**config.mk**
```make
export PLATFORM = sky130hd
export DESIGN_NAME = sb_rx_msg_queue
export DESIGN_NICKNAME = d
export VERILOG_FILES = /design/src/rtl/SB_codex_pkg.sv /design/src/rtl/sb_rx_msg_queue_fifo.sv /design/src/rtl/sb_rx_msg_queue.sv
export SDC_FILE = /design/constraint.sdc
export NUM_CORES = 1
export LEC_CHECK = 0
export ABC_AREA = 1
export BUFFER_PORTS_ARGS = -buffer_cell sky130_fd_sc_hd__buf_2
export CAP_MARGIN = 20
export CORE_MARGIN = 2
export CORE_UTILIZATION = 58
export DETAILED_ROUTE_END_ITERATION = 16
export PLACE_DENSITY = 0.79
export SETUP_SLACK_MARGIN = 0.2
export SYNTH_ARGS = -nofsm -noshare
export SYNTH_HDL_FRONTEND = slang
export SYNTH_SLANG_ARGS = --single-unit
export TNS_END_PERCENT = 20
```
**constraint.sdc**
```tcl
create_clock -name clk_100MHz -period 7.1 [get_ports clk_100MHz]
set_input_delay 1.42 -clock clk_100MHz [delete_from_list [all_inputs] [get_ports clk_100MHz]]
set_output_delay 1.42 -clock clk_100MHz [all_outputs]
set_load 0.01 [all_outputs]
```
**src/rtl/SB_codex_pkg.sv**
```systemverilog
// Sideband codec types shared by the sideband receive path and LTSM consumers.
// Header layout, opcode/message enums and the header reset value.
package SB_codex_pkg;

    typedef enum logic [4:0] {
        Register_Access_Req   = 5'b00001,
        Message_without_Data  = 5'b10010,
        Message_with_64b_Data = 5'b11011
    } SB_opcode_t;

    typedef enum logic [7:0] {
        MSG_NONE                   = 8'h00,
        SBINIT_done_req            = 8'h01,
        SBINIT_done_resp           = 8'h02,
        MBINIT_PARAM_config_req    = 8'h10,
        MBINIT_PARAM_config_resp   = 8'h11,
        MBINIT_CAL_done_req        = 8'h12,
        MBINIT_CAL_done_resp       = 8'h13,
        MBINIT_REPAIRCLK_init_req  = 8'h14,
        MBINIT_REPAIRCLK_init_resp = 8'h15
    } SB_msg_num_t;

    typedef struct packed {
        SB_opcode_t  opcode;
        SB_msg_num_t msg_num;
        logic [15:0] msg_info;
    } SB_msg_t;

    function automatic SB_msg_t reset_SB_msg();
        SB_msg_t m;
        m.opcode   = Message_without_Data;
        m.msg_num  = MSG_NONE;
        m.msg_info = '0;
        return m;
    endfunction

endpackage

```
**src/rtl/sb_rx_msg_queue_fifo.sv**
```systemverilog
// Generic circular-buffer FIFO holding header+payload words.
// A push into a full buffer is only taken when a pop frees a slot that cycle.
module sb_rx_fifo #(
    parameter int DEPTH = 4,
    parameter int W     = 8,
    parameter int CW    = $clog2(DEPTH+1)
) (
    input  logic          clk_i,
    input  logic          rst_i,
    input  logic          clr_i,
    input  logic          push_i,
    input  logic [W-1:0]  wdata_i,
    input  logic          pop_i,
    output logic [W-1:0]  rdata_o,
    output logic          full_o,
    output logic          empty_o,
    output logic [CW-1:0] count_o
);

    localparam int AW = $clog2(DEPTH);
    localparam logic [CW-1:0] FULL_C = CW'(DEPTH);

    logic [W-1:0]  mem_q [DEPTH];
    logic [AW-1:0] wptr_q, wptr_d;
    logic [AW-1:0] rptr_q, rptr_d;
    logic [CW-1:0] count_q, count_d;
    logic          push_ok, pop_ok;

    assign full_o  = (count_q == FULL_C);
    assign empty_o = (count_q == '0);
    assign count_o = count_q;
    assign rdata_o = mem_q[rptr_q];

    assign pop_ok  = pop_i && !empty_o && !clr_i;
    assign push_ok = push_i && (!full_o || pop_ok) && !clr_i;

    always_comb begin
        wptr_d  = wptr_q;
        rptr_d  = rptr_q;
        count_d = count_q;
        if (clr_i) begin
            wptr_d  = '0;
            rptr_d  = '0;
            count_d = '0;
        end else begin
            if (push_ok) wptr_d = wptr_q + AW'(1);
            if (pop_ok)  rptr_d = rptr_q + AW'(1);
            if (push_ok && !pop_ok) count_d = count_q + CW'(1);
            if (pop_ok && !push_ok) count_d = count_q - CW'(1);
        end
    end

    always_ff @(posedge clk_i) begin
        if (rst_i) begin
            wptr_q  <= '0;
            rptr_q  <= '0;
            count_q <= '0;
        end else begin
            wptr_q  <= wptr_d;
            rptr_q  <= rptr_d;
            count_q <= count_d;
        end
    end

    always_ff @(posedge clk_i) begin
        if (push_ok) mem_q[wptr_q] <= wdata_i;
    end

endmodule

```
**src/rtl/sb_rx_msg_queue.sv**
```systemverilog
// Sideband RX message queue: buffers deserialized messages and serves them
// to an LTSM consumer over the available/req/valid pull handshake.
module sb_rx_msg_queue
    import SB_codex_pkg::*;
#(
    parameter int DEPTH  = 4,
    parameter int DROP_W = 8
) (
    input  logic                     clk_100MHz,
    input  logic                     reset,
    input  logic                     flush_i,
    input  SB_msg_t                  RX_msg_i,
    input  logic [63:0]              RX_dataBus_i,
    input  logic                     RX_msg_valid_i,
    output logic                     SB_RX_msg_available_o,
    input  logic                     SB_RX_msg_req_i,
    output logic                     SB_RX_msg_valid_o,
    output SB_msg_t                  SB_RX_msg_o,
    output logic [63:0]              SB_RX_dataBus_o,
    output logic                     overflow_o,
    output logic [DROP_W-1:0]        drop_cnt_o,
    output logic [$clog2(DEPTH+1)-1:0] level_o
);

    localparam int LW = $clog2(DEPTH+1);
    localparam int W  = $bits(SB_msg_t) + 64;

    typedef enum logic [1:0] {IDLE, DELIVER, GAP} state_t;

    state_t            state_q, state_d;
    SB_msg_t           msg_q, msg_d;
    logic [63:0]       data_q, data_d;
    logic              ovf_q, ovf_d;
    logic [DROP_W-1:0] drop_q, drop_d;

    logic          full, empty, pop, push, drop;
    logic [W-1:0]  wdata, rdata;
    logic [LW-1:0] count;
    logic [63:0]   wpayload;

    assign wpayload = (RX_msg_i.opcode == Message_without_Data) ?
                      64'd0 : RX_dataBus_i;
    assign wdata    = {RX_msg_i, wpayload};
    assign push     = RX_msg_valid_i && !flush_i;
    assign drop     = push && full && !pop;

    sb_rx_fifo #(
        .DEPTH (DEPTH),
        .W     (W),
        .CW    (LW)
    ) u_fifo (
        .clk_i   (clk_100MHz),
        .rst_i   (reset),
        .clr_i   (flush_i),
        .push_i  (push),
        .wdata_i (wdata),
        .pop_i   (pop),
        .rdata_o (rdata),
        .full_o  (full),
        .empty_o (empty),
        .count_o (count)
    );

    // GAP swallows the consumer's registered request left over from DELIVER
    always_comb begin
        state_d               = state_q;
        pop                   = 1'b0;
        SB_RX_msg_available_o = 1'b0;
        SB_RX_msg_valid_o     = 1'b0;
        unique case (state_q)
            IDLE: begin
                SB_RX_msg_available_o = !empty;
                if (SB_RX_msg_req_i && !empty) begin
                    pop     = 1'b1;
                    state_d = DELIVER;
                end
            end
            DELIVER: begin
                SB_RX_msg_valid_o = 1'b1;
                state_d           = GAP;
            end
            GAP:     state_d = IDLE;
            default: state_d = IDLE;
        endcase
        if (flush_i) begin
            pop     = 1'b0;
            state_d = IDLE;
        end
    end

    always_comb begin
        msg_d  = msg_q;
        data_d = data_q;
        ovf_d  = ovf_q;
        drop_d = drop_q;
        if (pop) begin
            msg_d  = SB_msg_t'(rdata[W-1:64]);
            data_d = rdata[63:0];
        end
        if (flush_i) begin
            ovf_d  = 1'b0;
            drop_d = '0;
        end else if (drop) begin
            ovf_d = 1'b1;
            if (drop_q != '1) drop_d = drop_q + DROP_W'(1);
        end
    end

    always_ff @(posedge clk_100MHz) begin
        if (reset) begin
            state_q <= IDLE;
            msg_q   <= reset_SB_msg();
            data_q  <= '0;
            ovf_q   <= 1'b0;
            drop_q  <= '0;
        end else begin
            state_q <= state_d;
            msg_q   <= msg_d;
            data_q  <= data_d;
            ovf_q   <= ovf_d;
            drop_q  <= drop_d;
        end
    end

    assign SB_RX_msg_o     = msg_q;
    assign SB_RX_dataBus_o = data_q;
    assign overflow_o      = ovf_q;
    assign drop_cnt_o      = drop_q;
    assign level_o         = count;

endmodule

```
# ---- Word level (Yosys, flattened, before mapping)
# Memory sizes are Yosys's and may differ from the RTL's. A register that Yosys moved wholly into a read port is not among the register bits.
# Cells that the tools add are included.
dict set report word_totals {
  ff_bits 18
  n_memories 1
  mem_bits_rw 372
  out_inout_bits 107
  wordCells 51
}
dict set report op_classes {
  add_sub_neg 5
  mux 12
  eq_ne 5
  n_reduce_logical 22
}
# memory depth word_bits read_ports rd_ports_with_merged_regs wr line_no
set mem_list {}
lappend mem_list {u_fifo.mem_q 4 93 1 1 1 sb_rx_msg_queue_fifo.sv:23} ;# logic [W-1:0] mem_q [DEPTH];
# operator n
set ops {}
lappend ops {{$mux W64} 1}
lappend ops {{$logic_and A1 B1 Y1} 10}
lappend ops {{$add A8 B1 Y8 const B} 1}
lappend ops {{$ne A8 B8 Y1 const B} 1}
lappend ops {{$mux W1} 7}
lappend ops {{$logic_not A1 Y1} 6}
lappend ops {{$mux W3} 2}
lappend ops {{$eq A5 B5 Y1 const B} 1}
lappend ops {{$add A2 B1 Y2 const B} 2}
lappend ops {{$pmux W2 S2} 1}
lappend ops {{$add A3 B1 Y3 const B} 1}
lappend ops {{$eq A3 B3 Y1 const B} 1}
lappend ops {{$logic_not A3 Y1} 1}
lappend ops {{$sub A3 B1 Y3 const B} 1}
lappend ops {{$eq A2 B1 Y1 const B} 1}
lappend ops {{$logic_not A2 Y1} 1}
lappend ops {{$mux W2} 1}
lappend ops {{$ne A2 B2 Y1 const B} 1}
lappend ops {{$reduce_and A2 Y1} 1}
lappend ops {{$reduce_bool A2 Y1} 1}
lappend ops {{$reduce_or A2 Y1} 1}
lappend ops {{$logic_or A1 B1 Y1} 1}

# ---- Depth between registers and ports, before layout
dict set report depth {
  ltp_word 14
  depth_mapped 12
  mapped_depth_nobuf 12
}

# ---- Hierarchy
# A second synthesis with hierarchy kept.
dict set report unflattened {
  hier_cells 1626
  hier_area_um2 18810.5
}
# module area_per_inst_um2 instances cells_per_inst
set by_module_without_submodules {}
lappend by_module_without_submodules {sb_rx_fifo 14264.9 1 978}
lappend by_module_without_submodules {sb_rx_msg_queue 4545.6 1 648}

# ---- Worst setup path before layout
# Ideal clock, no wire load.
dict set report synth_path {
  path_type {input to register}
  startpoint {input flush_i}
  endpoint {memory u_fifo.mem_q[0][0] (netlist bit) (enable)}
  path_slack_ns 0.921
  required_time_ns 6.554
  path_stages 5
  arrival_time_ns 5.633
  path_buffers 0
  setup_ns 0.546
  path_cell_list {inv_1 nand2_1 inv_1 nand2_1 nor2_1}
}
dict set report synth_between {
  elab_chain_len 8
  word_cells_on_any_way 10
}
# element line_no
set synth_lines {}
lappend synth_lines {{start: declaration} sb_rx_msg_queue.sv:11} ;# input logic flush_i,
lappend synth_lines {{$mux W1} sb_rx_msg_queue.sv:85} ;# if (flush_i) begin
lappend synth_lines {{$logic_and A1 B1 Y1 (2 in a row)} sb_rx_msg_queue_fifo.sv:34} ;# assign pop_ok = pop_i && !empty_o && !clr_i;
lappend synth_lines {{$logic_or A1 B1 Y1} sb_rx_msg_queue_fifo.sv:35} ;# assign push_ok = push_i && (!full_o || pop_ok) && !clr_i;
lappend synth_lines {{$logic_and A1 B1 Y1} sb_rx_msg_queue_fifo.sv:35}
lappend synth_lines {{$logic_and A1 B1 Y1 *} sb_rx_msg_queue_fifo.sv:35}
lappend synth_lines {{$mux W1 *} sb_rx_msg_queue_fifo.sv:66} ;# if (push_ok) mem_q[wptr_q] <= wdata_i;
lappend synth_lines {{$mux W1 (not written as such) *} sb_rx_msg_queue_fifo.sv:66}
lappend synth_lines {{end: declaration} sb_rx_msg_queue_fifo.sv:23}
# Every way passes the cells marked *; elsewhere a longest branch is shown, timed or not.

# ---- Final worst setup path
dict set report layout_path {
  startpoint {input flush_i}
  endpoint {memory u_fifo.mem_q[0][46] (netlist bit) (enable)}
}
# The elaborated chain is that of the path after synthesis.

==> results.yml <==
synth:
  postSynthAreaPerCell_sq_um: 11.62
  synth_top_area_share_pct: 60.53
  synth_top_area_cell: "edfxtp_1"
  synthArstFlopShare_pct: 0
  seq_area_frac_synth_pct: 72.57
  synth.net_count: 1693
  ys_seq_elements: 483
  yosysMostFrequentCell: "edfxtp_1"
  yosysWarnings: 0
  synth_edf_count: 372
  synth_cell_type_count: 28
  synth_common_cells: "372 x edfxtp_1, 277 x nor2_1, 218 x nand2_1, 152 x o21ai_0, 111 x dfxtp_1"
  synthTopCellsByArea: "edfxtp_1 61%, dfxtp_1 12%, nor2_1 5.6%"
  synth_cells: 1588
  synth.cell_area_sq_um: 18460
  synth_ff_type: "edfxtp_1"
grt:
  grt_usage_pct: 24.19
  grt_start_max_net_pins: 189
  antenna_found_initial: 5
  grt_pass1_vias: 12009
  grt_pass1_wl_microns: 63210
  overflow: 0
clocking:
  clock_sinks: 483
  cts_root_buf: "clkbuf_16"
  numCtsBuffers: 47
  clock_latency_ns: 0.56
  clock_path_buffers: 3
  cts_tree: "built"
  htree_levels: 2
  cts_hold_buf: 0
  postCtsSetupBuffers: 0
  post_cts_resized: 0
  path_clk_slew_ns: 0.06
floorplanning:
  row_count: 65
  die_h_microns: 182.4
  start_util_pct: 58.64
  core_sq_um: 31470
  ios: 205
  fp.dieW_microns: 182.4
  die_area_sq_um: 33260
final_layout:
  fill_cells: 2204
  ff_latch_area_sq_um: 13400
  multi_input_area_sq_um: 4215
  area_growth_pct: 14.39
  final_cells: 2200
  utilization_pct: 67.08
  design_area_sq_um: 21110
  fin_nets: 1860
  drive_gt1_share_pct: 16.89
power:
  fin_total_pwr_mw: 5.653
  switching_power_mw: 1.165
  seqPwrFrac_pct: 54.9
  clock_power_share_pct: 41.9
  p_per_area_nw_per_um2: 267.8
  intPower_mw: 4.488
  swShare_pct: 20.61
  ir_drop_v: 0.0001998
  p_comb_share_pct: 3.3
  p_leak_nw: 7.757
timing:
  finalSetupViolCount: 0
  layout_min_cycle_time_ns: 3.453
  fin_hold_ws_ns: 0.4595
  skew_ns: 0.01748
  finalMaxSlewViolations: 0
  relSlewSlack_pct: 25.93
  fin_crit_sh_pct: 48.64
  fmax_ghz: 0.2896
  hold_viol_final: 0
  totalNegativeSetupSlack_ns: 0
  setup_ws_ns: 3.647
  rsz0062_at_grt: "no"
  worstMarginPinSlew_ns: 1.111
setup_path:
  slowest_delay_ns: 0.77
  reg2reg_from: "u_fifo.rptr_q[1]$_SDFFE_PP0P_"
  startpoint_type: "input pin"
  worst_path_max_delay_cell: "nor2_4"
  critPathBufInv: 4
  worst_ep_required_time_ns: 7.28
  startpoint: "flush_i"
  critPathTopFamily: "simple AND/OR/NAND/NOR gates"
  path_cells: "buf_2 -> inv_1 -> nand2_1 -> inv_1 -> nand2_1 -> nor2_4 -> buf_4"
  path_class: "in -> reg"
  end_kind: "flop"
  cp_max_fo: 48
  critPathArrivalTime_ns: 3.64
routing:
  drt_iter0_markers: 1352
  top_layer_used: "met5"
  first_pass_iters: 5
  drt-wirelength-per-cell_microns: 18.59
  drt-met1-wl_microns: 16990
  drtAntennaViolNets: 0
  met2WireLength_microns: 20100
  wl_met3_microns: 2780
  vias_per_cell: 5.674
  vias: 12482
  drt_wl_total_microns: 40890
  drcViolationCount: 0
placement:
  placed_cells: 2107
  globalplace.congestion: 0.7954
  portBuffers: 204
  placed_area_sq_um: 19600
  place_hpwl_microns: 22550
  pre_cts_ws_ns: 3.101
run:
  cap_violations: 0
run_status:
  status: "finished clean"
worst_hold_path:
  worstHoldPathType: "reg -> reg"
  hp-start: "SB_RX_msg_o[2]$_SDFFE_PP0N_"
-- final cells by class --
cell class | count | area share (%)
flip-flops and latches | 483 | 63.47
multi-input cells | 916 | 19.97
clock buffers | 65 | 6.223
repair buffers | 218 | 5.464
well taps | 402 | 2.383
inverters | 89 | 1.636
clock inverters | 23 | 0.8060
diodes | 4 | 0.04741
-- cell usage in the layout (no fill, tap or decap), types with 2 or more instances in the layout --
cell type / n
inv_2: 2
clkbuf_1: 11
o21ai_1: 42
edfxtp_1: 372
buf_2: 203
a21oi_1: 104
clkbuf_16: 47
nor2_1: 273
nand3_1: 6
dfxtp_4: 2
nand4_1: 6
inv_1: 84
clkinv_2: 10
inv_16: 2
clkbuf_8: 7
o22ai_1: 93
nor2_2: 2
clkinv_1: 8
o21ai_0: 152
ha_1: 6
buf_4: 13
nand2_1: 218
nor2_4: 4
dfxtp_1: 109
buf_12: 2
nor3_1: 4
diode_2: 4
-- state kept, by name (all words and copies together), names as in the netlist --
name	count
state_q	2
u_fifo.wptr_q	2
u_fifo.mem_q	372
drop_cnt_o	8
u_fifo.rptr_q	2
SB_RX_dataBus_o	64
SB_RX_msg_o	29
u_fifo.count_o	3
overflow_o	1
-- worst register-to-register path, cell delays in order (launching register included) --
cell,delay (ns)
dfxtp_4,1.06
clkinv_2,0.56
buf_4,0.50
o21ai_0,0.43
o22ai_1,0.14
nand2_1,0.13
a21oi_1,0.09
-- kinds of logic (layout without fill, tap and decap cells) --
group,after synthesis,count (layout),synth area share [%]
simple gates,517,517,10.81
flops,483,483,72.57
compound gates,391,391,11.23
buf+inv,189,395,4.827
fa+ha+maj,7,7,0.5152
xor+xnor,1,1,0.04747
other cells,0,4,0
-- worst paths after layout --
| check | to | slack [ns] | depth (start not counted) |
|---|---|---|---|
| worst min register to register | SB_RX_msg_o[2]$_SDFFE_PP0N_ | 0.46 | 2 |
| worst max register to register | SB_RX_msg_o[8]$_SDFFE_PP0N_ | 4.05 | 6 |
| worst max-delay path | u_fifo.mem_q[0][46]$_DFFE_PP_ | 3.65 | 7 |
| worst min-delay path | SB_RX_msg_o[2]$_SDFFE_PP0N_ | 0.46 | 2 |
-- power groups by stage --
stage | Clock (mW) | Sequential (mW) | Combinational, mW
finish | 2.37 | 3.10 | 0.184
global route | 2.50 | 3.11 | 0.203
CTS | 2.39 | 3.10 | 0.184
detailed placement | 0 | 3.16 | 0.181
global placement | 0 | 3.16 | 0.175
floorplan | 0 | 3.17 | 0.0965
-- routing by layer --
metal / vias up / global-route usage [%]
met1: 6062 / 31.88
li1: 5885 / -
met5: - / 0
met2: 458 / 41.19
met4: 2 / 7.677
met3: 75 / 4.390
No activity file was read; power rests on OpenSTA's default activity.
